**src/rtl/kbd_pkg.sv**
```systemverilog
// Shared types and constants for the PS/2 keyboard scan-code front-end.
// Record layout is {ext, brk, code}; flags are the top two record bits.
package kbd_pkg;

  localparam logic [7:0] KBD_E0 = 8'hE0;
  localparam logic [7:0] KBD_F0 = 8'hF0;

  localparam int FLG_EXT = 1;
  localparam int FLG_BRK = 0;
  localparam int ERR_OVF = 1;
  localparam int ERR_FRM = 0;

  typedef enum logic [1:0] {
    RX_IDLE,
    RX_DATA,
    RX_PARITY,
    RX_STOP
  } rx_state_t;

  typedef enum logic [1:0] {
    DEC_NORMAL,
    DEC_GOT_E0,
    DEC_GOT_F0,
    DEC_GOT_E0F0
  } dec_state_t;

  typedef struct packed {
    logic       ext;
    logic       brk;
    logic [7:0] code;
  } rec_t;

  function automatic logic odd_ok(
    input logic [7:0] d,
    input logic       p
  );
    return ^{d, p};
  endfunction

endpackage

```
**src/rtl/kbd_ps2_rx.sv**
```systemverilog
// PS/2 frame receiver: pin synchronisers, falling-edge detect,
// start/data/parity/stop FSM and mid-frame stall timeout.
module kbd_ps2_rx
  import kbd_pkg::*;
#(
  parameter int TIMEOUT = 100000
) (
  input  logic       clk,
  input  logic       rst_n,
  input  logic       kbd_clk,
  input  logic       kbd_data,
  output logic [7:0] rx_byte,
  output logic       byte_valid,
  output logic       frame_err
);

  localparam int TW = $clog2(TIMEOUT + 1);

  logic clk_s1, clk_s2, clk_s3;
  logic dat_s1, dat_s2;
  logic fall, bit_in;

  rx_state_t   state, nstate;
  logic [7:0]  shreg;
  logic [2:0]  bcnt;
  logic        par;
  logic [TW-1:0] tcnt;
  logic        tmo;
  logic        bv_d, fe_d;

  // Idle level is high, so synchronisers reset to 1 to avoid a false edge.
  always_ff @(posedge clk) begin
    if (!rst_n) begin
      clk_s1 <= 1'b1;
      clk_s2 <= 1'b1;
      clk_s3 <= 1'b1;
      dat_s1 <= 1'b1;
      dat_s2 <= 1'b1;
      fall   <= 1'b0;
      bit_in <= 1'b1;
    end else begin
      clk_s1 <= kbd_clk;
      clk_s2 <= clk_s1;
      clk_s3 <= clk_s2;
      dat_s1 <= kbd_data;
      dat_s2 <= dat_s1;
      fall   <= clk_s3 & ~clk_s2;
      bit_in <= dat_s2;
    end
  end

  assign tmo = (state != RX_IDLE) && (tcnt == TW'(TIMEOUT));

  always_ff @(posedge clk) begin
    if (!rst_n) state <= RX_IDLE;
    else        state <= nstate;
  end

  always_comb begin
    nstate = state;
    if (tmo) begin
      nstate = RX_IDLE;
    end else if (fall) begin
      case (state)
        RX_IDLE:   if (!bit_in) nstate = RX_DATA;
        RX_DATA:   if (bcnt == 3'd7) nstate = RX_PARITY;
        RX_PARITY: nstate = RX_STOP;
        RX_STOP:   nstate = RX_IDLE;
        default:   nstate = RX_IDLE;
      endcase
    end
  end

  always_comb begin
    bv_d = 1'b0;
    fe_d = 1'b0;
    if (tmo) begin
      fe_d = 1'b1;
    end else if (fall && state == RX_STOP) begin
      if (bit_in && odd_ok(shreg, par)) bv_d = 1'b1;
      else                              fe_d = 1'b1;
    end
  end

  always_ff @(posedge clk) begin
    if (!rst_n) begin
      shreg      <= '0;
      bcnt       <= '0;
      par        <= 1'b0;
      tcnt       <= '0;
      byte_valid <= 1'b0;
      frame_err  <= 1'b0;
    end else begin
      byte_valid <= bv_d;
      frame_err  <= fe_d;
      if (state == RX_IDLE || fall || tmo) tcnt <= '0;
      else                                 tcnt <= tcnt + 1'b1;
      if (fall && !tmo) begin
        case (state)
          RX_IDLE:   bcnt <= '0;
          RX_DATA: begin
            shreg <= {bit_in, shreg[7:1]};
            bcnt  <= bcnt + 1'b1;
          end
          RX_PARITY: par <= bit_in;
          default:   ;
        endcase
      end
    end
  end

  assign rx_byte = shreg;

endmodule

```
**src/rtl/kbd_scanq.sv**
```systemverilog
// PS/2 keyboard front-end: receiver, E0/F0 prefix decoder,
// FWFT record FIFO and sticky error status for the PicoBlaze port.
module kbd_scanq
  import kbd_pkg::*;
#(
  parameter int FIFO_DEPTH = 16,
  parameter int BREAK_MODE = 0,
  parameter int TIMEOUT    = 100000,
  localparam int CW        = $clog2(FIFO_DEPTH) + 1
) (
  input  logic          clk,
  input  logic          rst_n,
  input  logic          kbd_clk,
  input  logic          kbd_data,
  input  logic          kbd2pico_rden,
  output logic [CW-1:0] kbd2pico_count,
  output logic [7:0]    kbd2pico_data,
  output logic [1:0]    kbd2pico_flags,
  output logic [1:0]    kbd_err,
  input  logic          err_clr
);

  localparam int AW = $clog2(FIFO_DEPTH);

  logic [7:0] rx_byte;
  logic       byte_valid;
  logic       frame_err;

  kbd_ps2_rx #(
    .TIMEOUT(TIMEOUT)
  ) u_rx (
    .clk       (clk),
    .rst_n     (rst_n),
    .kbd_clk   (kbd_clk),
    .kbd_data  (kbd_data),
    .rx_byte   (rx_byte),
    .byte_valid(byte_valid),
    .frame_err (frame_err)
  );

  dec_state_t dstate, dnext;
  logic is_e0, is_f0;
  logic emit, ext, brk;
  logic rec_v;
  rec_t rec_q;

  assign is_e0 = (rx_byte == KBD_E0);
  assign is_f0 = (rx_byte == KBD_F0);

  always_ff @(posedge clk) begin
    if (!rst_n) dstate <= DEC_NORMAL;
    else        dstate <= dnext;
  end

  // A prefix in an illegal position restarts the prefix with that byte.
  always_comb begin
    dnext = dstate;
    if (byte_valid) begin
      unique case (1'b1)
        is_e0:   dnext = DEC_GOT_E0;
        is_f0:   dnext = (dstate == DEC_GOT_E0) ? DEC_GOT_E0F0
                                                : DEC_GOT_F0;
        default: dnext = DEC_NORMAL;
      endcase
    end
  end

  always_comb begin
    emit = byte_valid && !is_e0 && !is_f0;
    ext  = (dstate == DEC_GOT_E0) || (dstate == DEC_GOT_E0F0);
    brk  = (dstate == DEC_GOT_F0) || (dstate == DEC_GOT_E0F0);
  end

  always_ff @(posedge clk) begin
    if (!rst_n) begin
      rec_v <= 1'b0;
      rec_q <= '0;
    end else begin
      rec_v <= emit && ((BREAK_MODE != 0) || !brk);
      rec_q <= '{ext: ext, brk: brk, code: rx_byte};
    end
  end

  logic [9:0]    mem [FIFO_DEPTH];
  logic [AW-1:0] wr_ptr, rd_ptr;
  logic [CW-1:0] count;
  logic          full, empty, rd, wr, ovf;
  logic [9:0]    head;

  assign full  = (count == CW'(FIFO_DEPTH));
  assign empty = (count == '0);
  assign rd    = kbd2pico_rden && !empty;
  assign wr    = rec_v && (!full || rd);
  assign ovf   = rec_v && full && !rd;

  always_ff @(posedge clk) begin
    if (!rst_n) begin
      wr_ptr <= '0;
      rd_ptr <= '0;
      count  <= '0;
    end else begin
      if (wr) wr_ptr <= wr_ptr + 1'b1;
      if (rd) rd_ptr <= rd_ptr + 1'b1;
      case ({wr, rd})
        2'b10:   count <= count + CW'(1);
        2'b01:   count <= count - CW'(1);
        default: ;
      endcase
    end
  end

  always_ff @(posedge clk) begin
    if (wr) mem[wr_ptr] <= rec_q;
  end

  assign head           = empty ? '0 : mem[rd_ptr];
  assign kbd2pico_count = count;
  assign kbd2pico_data  = head[7:0];
  assign kbd2pico_flags = head[9:8];

  logic [1:0] err_set;

  always_comb begin
    err_set          = '0;
    err_set[ERR_OVF] = ovf;
    err_set[ERR_FRM] = frame_err;
  end

  always_ff @(posedge clk) begin
    if (!rst_n) kbd_err <= '0;
    else        kbd_err <= err_set | (kbd_err & {2{~err_clr}});
  end

endmodule

```
**config.mk**
```make
export PLATFORM = sky130hd
export DESIGN_NAME = kbd_scanq
export DESIGN_NICKNAME = d
export VERILOG_FILES = /design/src/rtl/kbd_pkg.sv /design/src/rtl/kbd_ps2_rx.sv /design/src/rtl/kbd_scanq.sv
export SDC_FILE = /design/constraint.sdc
export NUM_CORES = 1
export LEC_CHECK = 0
export CAP_MARGIN = 40
export CORE_UTILIZATION = 41
export CTS_BUF_LIST = sky130_fd_sc_hd__clkbuf_4
export DETAILED_ROUTE_END_ITERATION = 8
export HOLD_SLACK_MARGIN = 0.02
export MAX_ROUTING_LAYER = met4
export PLACE_DENSITY = 0.65
export SYNTH_ARGS = -nofsm -noshare
export SYNTH_HDL_FRONTEND = slang
export SYNTH_HIERARCHICAL = 1
export SYNTH_SLANG_ARGS = --single-unit
```
**constraint.sdc**
```tcl
create_clock -name clk -period 2.7 [get_ports clk]
set_input_delay 0.405 -clock clk [delete_from_list [all_inputs] [get_ports clk]]
set_output_delay 0.405 -clock clk [all_outputs]
set_load 0.1 [all_outputs]
```
==> results of run 1 <==
synthesized netlist by cell type (2+ instances only):
library cell / count / area share (%)
inv_1: 14 / 0.57
nor2b_1: 9 / 0.61
a21o_1: 2 / 0.16
buf_6: 4 / 0.48
o211ai_1: 4 / 0.32
dfxtp_1: 72 / 16
and2_1: 9 / 0.61
o2111ai_2: 2 / 0.32
ha_1: 15 / 2.0
o21ai_2: 3 / 0.28
buf_2: 7 / 0.38
and3_1: 3 / 0.20
mux4_2: 40 / 9.7
a21oi_1: 7 / 0.38
nor3_1: 9 / 0.48
o21ai_0: 2 / 0.11
nand2b_1: 13 / 0.88
xor2_1: 16 / 1.5
clkbuf_1: 12 / 0.48
mux2i_1: 33 / 3.6
or3_1: 3 / 0.20
edfxtp_1: 160 / 52
nand4_1: 2 / 0.13
a21boi_1: 3 / 0.24
and4_1: 2 / 0.19
o21a_1: 4 / 0.32
nand3_1: 10 / 0.54
o22ai_1: 13 / 0.88
nor3b_2: 3 / 0.40
buf_1: 3 / 0.12
a211oi_1: 2 / 0.16
xnor2_1: 11 / 1.0
o31ai_1: 3 / 0.24
nand2_1: 23 / 0.93
nor2_1: 51 / 2.1
where the power goes:
| part | internal [W] | switching, W | total, W |
|---|---|---|---|
| clock | 0.00156 | 0.00137 | 0.00293 |
| combinational | 0.00143 | 0.00209 | 0.00352 |
| sequential | 0.00383 | 0.000125 | 0.00395 |
layout make-up:
cell class	instances	area (um^2)
antenna	2	5.005
clock buffer	86	645.6
clock inverter	20	113.9
fill	1799	10640
inverter	14	52.55
multi-input combinational	316	3246
sequential	232	6259
tap	280	350.3
timing repair buffer	60	714.4
per-layer routing:
layer	vias up	wire length, um	GRT usage (%)	share of wire [%]
met5	-	0	-	0
met1	2607	8075	21.27	43
met3	28	1062	3.328	5.6
li1	2466	-	-	-
met4	0	298	6.349	1.6
met2	143	9442	27.63	50
final timing paths:
path                                                startpoint                             end  slack, ns
worst max register to register  kbd2pico_count[1]$_SDFFE_PN0P_  kbd2pico_count[4]$_SDFFE_PN0P_       0.44
worst min-delay path                                  kbd_data          u_rx/dat_s1$_SDFF_PN1_       0.32
worst min register to register          u_rx/dat_s2$_SDFF_PN1_          u_rx/bit_in$_SDFF_PN1_       0.42
worst max-delay path                                      flop                kbd2pico_data[7]      -0.15
through the flow:
| stage | setup TNS (ns) | instance area, um^2 |
|---|---|---|
| finish | -1.310 | 11390 |
| global route | -2.107 | 11390 |
| CTS | -2.259 | 11320 |
| detailed placement | -0.01213 | 10210 |
| global placement | 0 | 10200 |
| floorplan | 0 | 9455 |
cells by family (layout without fill, tap and decap cells):
family	count (synthesis)	after routing	share of synthesized area, %
xor+xnor	28	28	2.787
flops	232	232	67.21
compound gates	54	54	4.523
mux	73	73	13.25
buf+inv	40	180	2.033
fa+ha+maj	15	15	2.019
other cells	0	2	0
simple gates	146	146	8.185
state kept, by name (all words and copies together) (netlist names), 2 cells and up, named ones only:
name,count
u_rx/bcnt,3
rec_q,10
wr_ptr,4
mem,160
dstate,2
u_rx/rx_byte,8
u_rx/tcnt,17
rd_ptr,4
kbd_err,2
u_rx/state,2
kbd2pico_count,5
what timing repair did:
action / in CTS / in global routing
buffers inserted: 8 / 1
cloned: 3 / 1
pin swaps: 0 / 10
gates resized for setup: 36 / 12
endpoints found under the setup margin: 10 / 10
==> impl_metrics.yaml, run 1 <==
run_status:
  status: "finished, violations left"
  violations: "design-rule violations, negative setup slack"
clocking:
  cts_tree: "done"
  cts_max_level: 2
  clock_latency_ns: 0.72
  clock_path_buffers: 3
  clock-sinks: 232
  hold_buffers: 0
  numCtsBuffers: 57
  path_clk_slew_ns: 0.06
  cts_root_buf: "clkbuf_4"
yosys:
  syn_area_per_cell_um2: 15.81
  synthFlopType: "edfxtp_1"
  yosysUniqueCellTypes: 54
  netlist_instances: 588
  syn-cell-area_um2: 9294
  synthArstFlopShare_pct: 0
  ys_ff_latch: 232
  synth-seq-area-share_pct: 67.21
  synth_nets: 609
  ys_warn_count: 6
  synth_edf_count: 160
route:
  avgRoutedWirePerCell_um: 18.69
  ant_nets: 0
  via_count: 5244
  remaining_drc_errors: 3
  first_iter_violations: 350
  wirelength_um: 18880
  vias_per_cell: 5.192
  dr.pass1.iters: 7
worst_setup_path:
  cp_top_family: "multiplexers"
  worst-path-stages: 6
  crit_buf_inv: 3
  end_kind: "output pin"
  cp_slowest_cell: "mux4_2"
  worst_ep_required_time_ns: 2.30
  worstSetupPathType: "reg2out"
  rr_worst_depth: 9
  critPathMaxFanout: 6
  path_cells: "buf_6 -> clkbuf_16 -> mux4_2 -> mux2i_2 -> o22ai_4 -> buf_12"
  worstSetupStartpointType: "flop"
  cp_slowest_stage_delay_ns: 0.51
  cp.arrival_ns: 2.45
global_route:
  first_global_vias: 5508
  grt_pass1_wl_um: 29680
  grt_max_degree: 41
  grt_use_total_pct: 17.06
  gr-total-overflow: 0
  antenna_found_initial: 1
floorplan:
  core_um2: 22030
  rows: 54
  fp.dieW_um: 152.6
  start_util_pct: 42.19
  die_h_um: 152.6
  pin_count: 23
  die_area_um2: 23270
power:
  power.leakage_nw: 3.978
  power_density_nw_per_um2: 913.9
  finalPower_w: 0.01041
  vdd_drop_max_mv: 0.7657
placed_design:
  gp_congestion: 0.7921
  dp_hpwl_um: 11650
  dp_cells: 891
  portBuffers: 22
  pre_cts_ws_ns: -0.01213
flow_run:
  cap_violations: 0
cells_and_area:
  fin_util_pct: 51.69
  final_cell_mix: "160 x edfxtp_1, 86 x clkbuf_4, 66 x dfxtp_1"
  drive_gt1_share_pct: 32.55
  final_common_cell: "edfxtp_1"
  fin_cells: 1010
  area_delta_synth_final_pct: 22.51
  fin_nets: 702
sta:
  hold_viol: 0
  setup_ws_ns: -0.1536
  worst_pin_slew_ns: 0.7556
  final.setup_skew_ns: 0.07790
  drv_slew: 0
  slew_headroom_pct: 49.63
  rsz0062_at_grt: "yes"
  setup_violations: 10
  max_freq_ghz: 0.3504
  finalCriticalPeriod_ns: 2.854
  timing.hold.ws_ns: 0.3214
  post-route-period-util_pct: 105.7
hold_path:
  hold_class: "in2reg"
  hold_depth: 2
(Power assumes the default switching activity.)
==> run 2: changes to the inputs <==
--- a/config.mk
+++ b/config.mk
@@ -6,13 +6,14 @@
 export NUM_CORES = 1
 export LEC_CHECK = 0
 export CAP_MARGIN = 40
+export CORE_MARGIN = 5
 export CORE_UTILIZATION = 41
 export CTS_BUF_LIST = sky130_fd_sc_hd__clkbuf_4
 export DETAILED_ROUTE_END_ITERATION = 8
+export GPL_TIMING_DRIVEN = 0
 export HOLD_SLACK_MARGIN = 0.02
 export MAX_ROUTING_LAYER = met4
 export PLACE_DENSITY = 0.65
 export SYNTH_ARGS = -nofsm -noshare
 export SYNTH_HDL_FRONTEND = slang
-export SYNTH_HIERARCHICAL = 1
 export SYNTH_SLANG_ARGS = --single-unit
==> impl_metrics.yaml, run 2 <==
run_status:
  status: "finished, violations left"
  violations: "negative setup slack"
floorplan:
  core_um2: 21890
  start_util_pct: 41.80
  rows: 54
  die_h_um: 159.4
  die_area_um2: 25410
  pin_count: 23
  fp.dieW_um: 159.4
cells_and_area:
  final_common_cell: "edfxtp_1"
  largest_reg_flops: 160
  fin_nets: 716
  reg_top3: "mem: 160 flops, u_rx.tcnt: 17 flops, rec_q: 10 flops"
  top_register: "mem"
  fin_cells: 1017
  drive_gt1_share_pct: 30.75
  final_cell_area_um2: 11140
  area_delta_synth_final_pct: 21.80
  final_cell_mix: "160 x edfxtp_1, 84 x clkbuf_4, 68 x dfxtp_1"
route:
  via_count: 5231
  first_iter_violations: 390
  avgRoutedWirePerCell_um: 18.12
  ant_nets: 0
  wirelength_um: 18430
  vias_per_cell: 5.144
  dr.pass1.iters: 4
  remaining_drc_errors: 0
global_route:
  antenna_found_initial: 2
  grt_use_total_pct: 15.13
  grt_pass1_wl_um: 29430
  grt_max_degree: 17
  gr-total-overflow: 0
  first_global_vias: 5388
worst_setup_path:
  cp.arrival_ns: 2.71
  cp_slowest_cell: "mux4_2"
  worst_ep_required_time_ns: 2.30
  worstSetupStartpointType: "flop"
  worstSetupPathType: "reg2out"
  end_kind: "output pin"
  critPathMaxFanout: 5
  path_cells: "buf_12 -> buf_8 -> mux4_2 -> mux4_2 -> nor2b_4 -> buf_12"
  cp_slowest_stage_delay_ns: 0.55
sta:
  max_freq_ghz: 0.3207
  worst_pin_slew_ns: 0.7163
  final.setup_skew_ns: 0.05295
  hold_viol: 0
  rsz0062_at_grt: "yes"
  drv_slew: 0
  finalCriticalPeriod_ns: 3.119
  timing.hold.ws_ns: 0.2821
  setup_ws_ns: -0.4185
  slew_headroom_pct: 52.18
  setup_violations: 10
  post-route-period-util_pct: 115.5
placed_design:
  placed_area_um2: 10160
  portBuffers: 22
  dp_hpwl_um: 12370
  dp_cells: 910
  pre_cts_ws_ns: -0.5503
  gp_congestion: 0.8261
yosys:
  synth_top_area_cell: "edfxtp_1"
  syn-cell-area_um2: 9150
  synthFlopType: "edfxtp_1"
  synthArstFlopShare_pct: 0
  syn_area_per_cell_um2: 15.94
  synth.most_common_cell: "edfxtp_1"
  ys_warn_count: 0
  synth_nets: 595
  synth_common_cells: "160 x edfxtp_1, 72 x dfxtp_1, 65 x nor2_1, 50 x mux4_2, 25 x nand2_1"
  ys_ff_latch: 232
  synth_top_area_share_pct: 52.51
  synth_area_leaders: "edfxtp_1 53%, dfxtp_1 16%, mux4_2 12%"
  synth-seq-area-share_pct: 68.26
  synth_edf_count: 160
  yosysUniqueCellTypes: 49
  netlist_instances: 574
power:
  power_density_nw_per_um2: 921.1
  vdd_drop_max_mv: 0.8883
  power.leakage_nw: 3.977
clocking:
  clock-sinks: 232
  hold_buffers: 0
  cts_max_level: 2
  cts_root_buf: "clkbuf_4"
  clock_latency_ns: 0.67
  path_clk_slew_ns: 0.07
  clock_path_buffers: 3
  numCtsBuffers: 58
  cts_tree: "done"
flow_run:
  cap_violations: 0
hold_path:
  hold_class: "in2reg"
[run 2: cell count changes after synthesis, sizes merged, moves of 4 or more]
cell | previous run | this run
mux2i | 33 | 12
nor2 | 51 | 65
o22ai | 13 | 2
mux4 | 40 | 50
o211ai | 6 | 1
a21oi | 7 | 11
xnor2 | 11 | 15
[run 2: through the flow]
stage | power (W) | setup TNS (ns) | utilization (%)
2_1_floorplan | 0.006046 | -0.01715 | -
3_3_place_gp | 0.006606 | -9.006 | 44.63
3_5_place_dp | 0.007123 | -5.244 | 46.39
4_1_cts | 0.01032 | -4.518 | 50.62
5_1_grt | 0.01075 | -4.999 | 50.91
6_report | 0.01026 | -3.951 | 50.91
[run 2: logic make-up (layout without fill, tap and decap cells)]
| family | Yosys count | after routing | share of synthesized area, % |
|---|---|---|---|
| buffers and inverters | 38 | 199 | 1.969 |
| DFF | 232 | 232 | 68.26 |
| adders and majority gates | 15 | 15 | 2.051 |
| xor gates and xnor gates | 31 | 31 | 3.118 |
| AOI/OAI and AO/OA | 33 | 33 | 2.366 |
| muxes | 62 | 62 | 13.62 |
| other | 0 | 2 | 0 |
| and+or+nand+nor | 163 | 163 | 8.615 |
[run 2: critical path: cells and delay by family (launching register included)]
family                 cells  cell delay, ns
flip-flops                 1            0.45
buffers and inverters      3            0.40
AND/OR/NAND/NOR            1            0.15
multiplexers               2            1.06
[run 2: worst paths after layout]
kind                                                     start                              to  slack (ns)  depth (start not counted)
worst max-delay path                                      flop                kbd2pico_data[5]       -0.42                          6
worst min-delay path                                  kbd_data          u_rx.dat_s1$_SDFF_PN1_        0.28                          2
worst max register to register  kbd2pico_count[2]$_SDFFE_PN0P_  kbd2pico_count[4]$_SDFFE_PN0P_        0.27                         10
worst min register to register          u_rx.dat_s1$_SDFF_PN1_          u_rx.dat_s2$_SDFF_PN1_        0.41                          1
[run 2: power by group]
part / total, W / internal, W / leakage, nW / switching, W
Sequential: 0.00390 / 0.00382 / 2.12 / 0.0000812
Combinational: 0.00358 / 0.00159 / 1.43 / 0.00198
Clock: 0.00279 / 0.00146 / 0.422 / 0.00132
[run 2: layer usage]
layer  track usage, %  share of wire, %  vias up
met5                -                 0        -
met4            5.855               2.3        0
met3            3.987               6.6       33
met2            24.23                50      174
met1            18.48                41     2580
li1                 -                 -     2444
[run 2: layout make-up]
type | count | area [um^2]
inverter | 14 | 52.55
multi-input combinational | 304 | 2814
tap | 280 | 350.3
antenna | 2 | 5.005
fill | 1828 | 10750
sequential | 232 | 6254
clock inverter | 20 | 113.9
buffer | 22 | 201.4
clock buffer | 80 | 600.6
timing repair buffer | 63 | 753.2
[run 2: timing repair]
item / in CTS / in global routing
endpoints found under the setup margin: 10 / 20
cloned: 1 / 1
buffers inserted: 10 / 6
gates resized for setup: 56 / 2
